[src/rtl/pc_gen_pkg.sv]
// Shared types and constants for the program-counter generator.
// Holds the FSM state encoding and the legal instruction-alignment settings.
package pc_gen_pkg;

  typedef enum logic [1:0] {
    ST_BOOT  = 2'd0,
    ST_RUN   = 2'd1,
    ST_FAULT = 2'd2
  } pc_state_e;

  localparam int IALIGN_32 = 32;
  localparam int IALIGN_16 = 16;

  // Address low bits that must be zero for a legal target.
  function automatic logic [1:0] align_mask(input int ialign);
    return (ialign == IALIGN_16) ? 2'b01 : 2'b11;
  endfunction

endpackage

[src/rtl/pc_align_chk.sv]
// Combinational alignment check of a redirect target against IALIGN.
// Only the two low address bits can ever matter, so only those are taken in.
module pc_align_chk
  import pc_gen_pkg::*;
#(
  parameter int IALIGN = IALIGN_32
) (
  input  logic [1:0] addr_lo,
  output logic       aligned
);

  assign aligned = ((addr_lo & align_mask(IALIGN)) == 2'b00);

endmodule

[src/rtl/pc_gen.sv]
// Fetch-address generator: sequential advance, branch/trap/mret redirects,
// misaligned-target fault capture, with a one-cycle boot bubble after reset.
module pc_gen
  import pc_gen_pkg::*;
#(
  parameter int               XLEN         = 32,
  parameter logic [XLEN-1:0]  RESET_VECTOR = '0,
  parameter int               IALIGN       = IALIGN_32
) (
  input  logic            clk,
  input  logic            rst_n,
  input  logic            pc_sel,
  input  logic [XLEN-1:0] alu,
  input  logic            trap,
  input  logic [XLEN-1:0] trap_vector,
  input  logic            mret,
  input  logic            stall,
  input  logic            pc_ready,
  output logic [XLEN-1:0] pc,
  output logic [XLEN-1:0] pc_4,
  output logic            pc_valid,
  output logic [XLEN-1:0] epc,
  output logic            misalign_fault,
  output logic [XLEN-1:0] fault_addr
);

  pc_state_e       state_q, state_d;
  logic [XLEN-1:0] pc_q, pc_d;
  logic [XLEN-1:0] epc_q, epc_d;
  logic [XLEN-1:0] fault_addr_q, fault_addr_d;
  logic            misalign_q, misalign_d;
  logic            pc_valid_q, pc_valid_d;

  logic            alu_ok;
  logic            epc_ok;
  logic [XLEN-1:0] trap_target;

  pc_align_chk #(.IALIGN(IALIGN)) u_chk_alu (
    .addr_lo (alu[1:0]),
    .aligned (alu_ok)
  );

  pc_align_chk #(.IALIGN(IALIGN)) u_chk_epc (
    .addr_lo (epc_q[1:0]),
    .aligned (epc_ok)
  );

  // Trap vectors are trusted: misaligned low bits are simply dropped.
  assign trap_target = {trap_vector[XLEN-1:2], trap_vector[1:0] & ~align_mask(IALIGN)};

  assign pc_4 = pc_q + XLEN'(4);

  always_comb begin
    state_d      = state_q;
    pc_d         = pc_q;
    epc_d        = epc_q;
    fault_addr_d = fault_addr_q;
    misalign_d   = misalign_q;

    unique case (state_q)
      ST_BOOT: begin
        state_d = ST_RUN;
      end

      ST_RUN: begin
        if (trap) begin
          pc_d  = trap_target;
          epc_d = pc_q;
        end else if (mret) begin
          if (epc_ok) begin
            pc_d = epc_q;
          end else begin
            state_d      = ST_FAULT;
            misalign_d   = 1'b1;
            fault_addr_d = epc_q;
          end
        end else if (pc_sel) begin
          if (alu_ok) begin
            pc_d = alu;
          end else begin
            state_d      = ST_FAULT;
            misalign_d   = 1'b1;
            fault_addr_d = alu;
          end
        end else if (pc_ready && !stall) begin
          pc_d = pc_4;
        end
      end

      ST_FAULT: begin
        // Only a trap can recover; branches and mret are ignored here.
        if (trap) begin
          state_d    = ST_RUN;
          pc_d       = trap_target;
          epc_d      = pc_q;
          misalign_d = 1'b0;
        end
      end

      default: begin
        state_d = ST_BOOT;
      end
    endcase

    pc_valid_d = (state_d == ST_RUN);
  end

  always_ff @(posedge clk or negedge rst_n) begin
    if (!rst_n) begin
      state_q      <= ST_BOOT;
      pc_q         <= RESET_VECTOR;
      epc_q        <= '0;
      fault_addr_q <= '0;
      misalign_q   <= 1'b0;
      pc_valid_q   <= 1'b0;
    end else begin
      state_q      <= state_d;
      pc_q         <= pc_d;
      epc_q        <= epc_d;
      fault_addr_q <= fault_addr_d;
      misalign_q   <= misalign_d;
      pc_valid_q   <= pc_valid_d;
    end
  end

  assign pc             = pc_q;
  assign epc            = epc_q;
  assign fault_addr     = fault_addr_q;
  assign misalign_fault = misalign_q;
  assign pc_valid       = pc_valid_q;

endmodule

[config.mk]
export PLATFORM = sky130hd
export DESIGN_NAME = pc_gen
export DESIGN_NICKNAME = d
export VERILOG_FILES = /design/src/rtl/pc_gen_pkg.sv /design/src/rtl/pc_align_chk.sv /design/src/rtl/pc_gen.sv
export SDC_FILE = /design/constraint.sdc
export NUM_CORES = 1
export LEC_CHECK = 0
export CORE_MARGIN = 10
export CORE_UTILIZATION = 51
export CTS_BUF_LIST = sky130_fd_sc_hd__clkbuf_2 sky130_fd_sc_hd__clkbuf_4 sky130_fd_sc_hd__clkbuf_8
export DETAILED_ROUTE_END_ITERATION = 10
export GPL_ROUTABILITY_DRIVEN = 0
export GPL_TIMING_DRIVEN = 0
export PLACE_DENSITY = 0.87
export SYNTH_ARGS = -nofsm -noshare
export SYNTH_HDL_FRONTEND = slang
export SYNTH_SLANG_ARGS = --single-unit
[constraint.sdc]
create_clock -name clk -period 4.1 [get_ports clk]
set_input_delay 0.82 -clock clk [delete_from_list [all_inputs] [get_ports clk]]
set_output_delay 0.82 -clock clk [all_outputs]
set_load 0.02 [all_outputs]
; Word level (Yosys, flattened, before mapping)
; Cells that the tools add are included.
[word_totals]
register_bits = 100
input_bits = 71
wordCells = 59
output_inout_bits = 130
[classes]
bitwise_logic = 1
add_sub_neg = 1
mux = 26
n_eq_ne = 13
n_reduce_logical = 12
[ops]
columns = operator, n
row1 = $mux 32, 11
row2 = $pmux 32 s2, 1
row3 = $add 32x3->32 const B, 1
row4 = $mux 2, 6
row5 = $ne 5x5->1 const B, 2
row6 = $reduce_and 5->1, 2
row7 = $ne 3x3->1 const B, 3
row8 = $ne 2x2->1 const B, 4
row9 = $logic_not 2->1, 3
row10 = $mux 1, 6
row11 = $pmux 2 s3, 1
row12 = $reduce_and 6->1, 1
row13 = $eq 2x1->1 const B, 2
row14 = $ne 4x4->1 const B, 1
row15 = $reduce_bool 2->1, 2
row16 = $eq 2x2->1 const B, 1
row17 = $pmux 1 s2, 1
row18 = $reduce_and 2->1, 1
row19 = $reduce_or 2->1, 1
row20 = $logic_and 1x1->1, 1
row21 = $logic_not 1->1, 1
row22 = $not 1->1, 1

; Depth between registers and ports, before layout
[logic_depth]
ltp_word = 7
mapped_depth = 10
mapped_depth_nobuf = 7

; Modules after synthesis
; Synthesis repeated with hierarchy kept, for this count alone.
[hier_totals]
cells_unflattened = 613
area_unflattened_um2 = 5776.8
[modules_own_cells]
columns = module, area_each_um2, n_inst, cells_per_inst, seq_area_each_um2
row1 = pc_gen, 5769.3, 1, 611, 2502.4
row2 = pc_align_chk, 3.8, 2, 1, 0.0

; Worst setup path before layout
; No wires, ideal clock.
[synth_path]
path_kind = register to output
start = register pc_q[2] (netlist: pc[2])
end = output port pc_4[28]
slack_ps = 1118
t_arrival_ps = 2162
t_required_ps = 3280
stages_incl_launch_ff = 7
path_buffers = 1
path_cell_list = dfrtp_1 -> ha_1 -> nand4_1 -> or4_1 -> buf_6 -> nor4_2 -> xor2_1
[synth_between]
elab_chain_len = 1
[synth_lines]
columns = element, line_no
row1 = "start, declared", pc_gen.sv:28  ; logic [XLEN-1:0] pc_q, pc_d;
row2 = "start signal, assigned", pc_gen.sv:118  ; pc_q <= pc_d;
row3 = $add 32x3->32, pc_gen.sv:51  ; assign pc_4 = pc_q + XLEN'(4);
row4 = "end, declared", pc_gen.sv:20  ; output logic [XLEN-1:0] pc_4,
; Every way passes these cells.

; Worst setup path in the final report
; Ends and elaborated chain as after synthesis.

==> results.txt <==
Startpoint type of the worst setup path: a flip-flop. In this run, synthesis produced a sequential element count of 100. Of the synthesized area, sequential elements account for 42.6%.

For this run, the detailed router's first-pass iteration total came to 6. The logs give 3030 µm² for the total area of multi-input combinational cells and 3180 ps for the arrival time at the worst endpoint. Max-cap violations in this run came to 0. The tools report the number of max-slew violations in the final report as 0.

The number of library cell types mapped by synthesis came out at 61. The run finished with clean final reports. Once routing completed, OpenROAD measured the worst setup slack at 103 ps.

The floorplan die width is 127 µm. The routed metal-1 wire length was 8420 µm. The count of buffering cells on the critical path with inverters included is 2.

Among all flip-flop cells after synthesis, the most frequent one is dfrtp_1. For this design the static power due to leakage is 0.00339 µW. Clock latency on the worst-skew pair, taken at its later pin, is 390 ps.

By count the netlist is led by dfrtp_1 (100), o21ai_0 (76), nand2_1 (63). STA puts the critical path data required time at 3280 ps. The number of buffers inserted during clock tree synthesis is 9. By area the synthesized netlist is led by dfrtp_1 (43%), o21ai_0 (6.5%), mux2_2 (5.6%), mux2i_1 (5.4%), nand2_1 (4.0%).

Worst max-slew margin expressed relative to the limit: 37.1%. The family with the most delay on the worst path was simple AND/OR/NAND/NOR gates. The via count came out at 6409.

TritonCTS built the clock tree. The synthesized design devotes to its leading area cell type 42.6% of total area. Setup repair after global routing left no endpoint under its margin. The global router's overall resource usage is 28.6%.

Once the floorplan was initialized, standard cells occupied 51.7% of the core. The tree is rooted in a clkbuf_8. Entering global routing, the biggest net connects 56 pins. The clock drives 100 sinks. Top routing layer in use: met4.

The tools report the worst slack at placement as 526 ps. Relative to the synthesized area, the layout overhead comes to 40.9%. Detailed routing placed a total of 2950 µm of wire on met3. The nature of the critical path endpoint was an output port. The area of the core was 11400 µm². On the final layout, the worst clock skew is 9.63 ps. Counting every instance in the synthesized netlist gives 623.

The count of nets left with antenna violations once routing finished came out at 0. The maximum clock rate is 250 MHz, and the power per standard cell area is 885 nW/µm². For the final routed database, the setup TNS stands at 0 ps. The met2 wire length came out at 11300 µm. At the pin with the least slew margin, the transition time is 934 ps. For the number of global-route vias before repair, the log shows 6518. For the count of inserted antenna diode cells, the log shows 0. The number of nets handed over by synthesis was 699. The total overflow left after global routing is 0. The synthesized cell area came out at 5880 µm². The delay of the slowest critical-path stage was 630 ps; the number of nets in the layout was 908. HPWL after detailed placement: 17800 µm. The maximum level of the CTS H-tree is 3.

Counting flops with a built-in enable in the synthesized netlist gives 0. The maximum number of buffers from clock root to sink is 2. Across the whole layout, storage elements account for 2500 µm². The first global-routing pass estimated 36700 µm of wire. For the area of the die, the log shows 16200 µm². Of the available clock period, the critical path in the final layout requires 97.5%. The number of failing setup endpoints in the final timing report was 0; the average wire length per cell after detail routing was 24.5 µm.

Wires add up to 24000 µm. For this design, the slowest cell found on the critical path is clkdlybuf4s50_1. After synthesis, the mean cell area works out to 9.44 µm². The overall die height was 127 µm.

Walking the worst path, the cells encountered are ha_2 -> nand4_1 -> or4_1 -> buf_6 -> nor4_2 -> xor2_1 -> clkdlybuf4s50_1. The ratio of routed vias to standard cells is 6.54. Row generation in the floorplan step produced 39 rows. After the first detailed-routing iteration, the DRC count stood at 1006. The filler cell count in the final layout is 827, and the number of synthesis warnings is 0. Clock-pin slew was measured on the worst setup and hold paths at 100 ps. After layout, the minimum clock period comes to 4000 ps. The detailed-route DRC error count came out at 0. The share of cells above drive strength 1 works out to 9.80%.

By instance count, the leading cell after synthesis is dfrtp_1. Of all nets on the critical path, the largest fanout is 10. Of all flip-flops after synthesis, the portion carrying an async set or reset was 100%. During I/O placement, the number of pins put on the boundary was 201.

Buffers placed on the I/O ports in this run total 197. Final-report hold violation count: 0. The path class of the tightest hold or removal check is in2async. The tools report the initial antenna violation count as 0. The critical path class was reg2out. IR analysis of the VDD net gives a maximum drop of 0.427 mV.

Cell taking the most area after synthesis: dfrtp_1.
[power breakdown]
part | total [µW] | switching (µW) | internal [µW] | leakage [µW]
clock network | 747 | 376 | 371 | 0.000118
logic | 4550 | 2530 | 2020 | 0.00207
registers | 2040 | 558 | 1480 | 0.00121
total | 7340 | 3470 | 3870 | 0.00339
[kinds of logic (layout without fill, tap and decap cells)]
family | count (synthesis) | in the layout | share of synthesized area (%)
AOI/OAI and AO/OA | 188 | 188 | 20.9
buffers and inverters | 70 | 284 | 5.96
adders and majority gates | 5 | 5 | 1.06
muxes | 61 | 61 | 11.0
and+or+nand+nor | 175 | 175 | 14.9
xor gates and xnor gates | 24 | 24 | 3.57
DFF | 100 | 100 | 42.6
[cell type report]
cell class                      instances  share of cell area (%)
Buffer                                 54                    3.50
Clock buffer                           11                    1.75
Clock inverter                          5                   0.996
Inverter                               16                   0.725
Multi-Input combinational cell        453                    36.6
Sequential cell                       100                    30.2
Tap cell                              143                    2.16
Timing Repair Buffer                  198                    24.1
[cells in the final DEF, fill, tap and decap left out, types with 4 or more instances in the layout]
| cell type | n |
|---|---|
| xor2_1 | 11 |
| a221oi_1 | 10 |
| clkbuf_8 | 10 |
| a22oi_1 | 8 |
| nor3_1 | 18 |
| o21ai_0 | 76 |
| a211oi_1 | 4 |
| mux2_2 | 29 |
| a311oi_1 | 5 |
| buf_4 | 5 |
| ha_1 | 4 |
| nand4_1 | 7 |
| or2_2 | 5 |
| a221o_1 | 7 |
| nand3_1 | 11 |
| xnor2_1 | 13 |
| o21a_1 | 5 |
| a31oi_1 | 10 |
| buf_1 | 5 |
| o2bb2ai_1 | 4 |
| o22ai_1 | 4 |
| clkdlybuf4s50_1 | 196 |
| mux2i_1 | 32 |
| buf_6 | 9 |
| dfrtp_1 | 99 |
| nand2_1 | 63 |
| o31ai_1 | 4 |
| nor2_1 | 38 |
| inv_1 | 16 |
| nor4_1 | 6 |
| a21oi_1 | 16 |
| o31a_1 | 7 |
| and4_1 | 4 |
| clkbuf_1 | 32 |
| o21ai_1 | 14 |
[sequential cells by signal, indices dropped and copies added (netlist names)]
register and flops:
fault_addr 32, epc 32, pc_valid 1, state_q 2, misalign_fault 1, pc 32
[repair_timing]
| item | in CTS | in global routing |
|---|---|---|
| buffers inserted | 0 | 0 |
| setup endpoints to repair | 0 | 2 |
| gates resized for setup | 0 | 2 |
| hold buffers | 0 | 0 |
[metrics by stage]
step           hold slack, ps  area [µm²]  instances  util (%)  power, µW
6_report                  431        8290        980      72.9       7340
5_1_grt                   468        8290        980      72.9       7670
4_1_cts                   463        8280        980      72.9       7260
3_5_place_dp              469        8060        964      70.9       6510
3_3_place_gp              461        8030        963      70.6       6350
2_1_floorplan             524        5880        623         -       4370
[final timing paths]
| path | startpoint | endpoint | slack (ps) | cells after the start |
|---|---|---|---|---|
| worst max-delay path | pc[2] | pc_4[28] | 100 | 7 |
| worst min-delay path | rst_n | fault_addr[29] | 430 | 1 |
| worst max register to register | state_q[0] | pc[20] | 900 | 8 |
| worst min register to register | fault_addr[22] | fault_addr[22] | 500 | 2 |
| max in group asynchronous | rst_n | epc[10] | 2960 | 2 |
| min in group clk | fault_addr[22] | fault_addr[22] | 500 | 2 |
[metal layers]
layer | vias up | GRT usage, %
met2 | 526 | 44.9
li1 | 2698 | -
met3 | 113 | 9.51
met4 | 0 | 17.0
met5 | - | 0
met1 | 3072 | 33.4
Power figures use the tool's default switching activity.
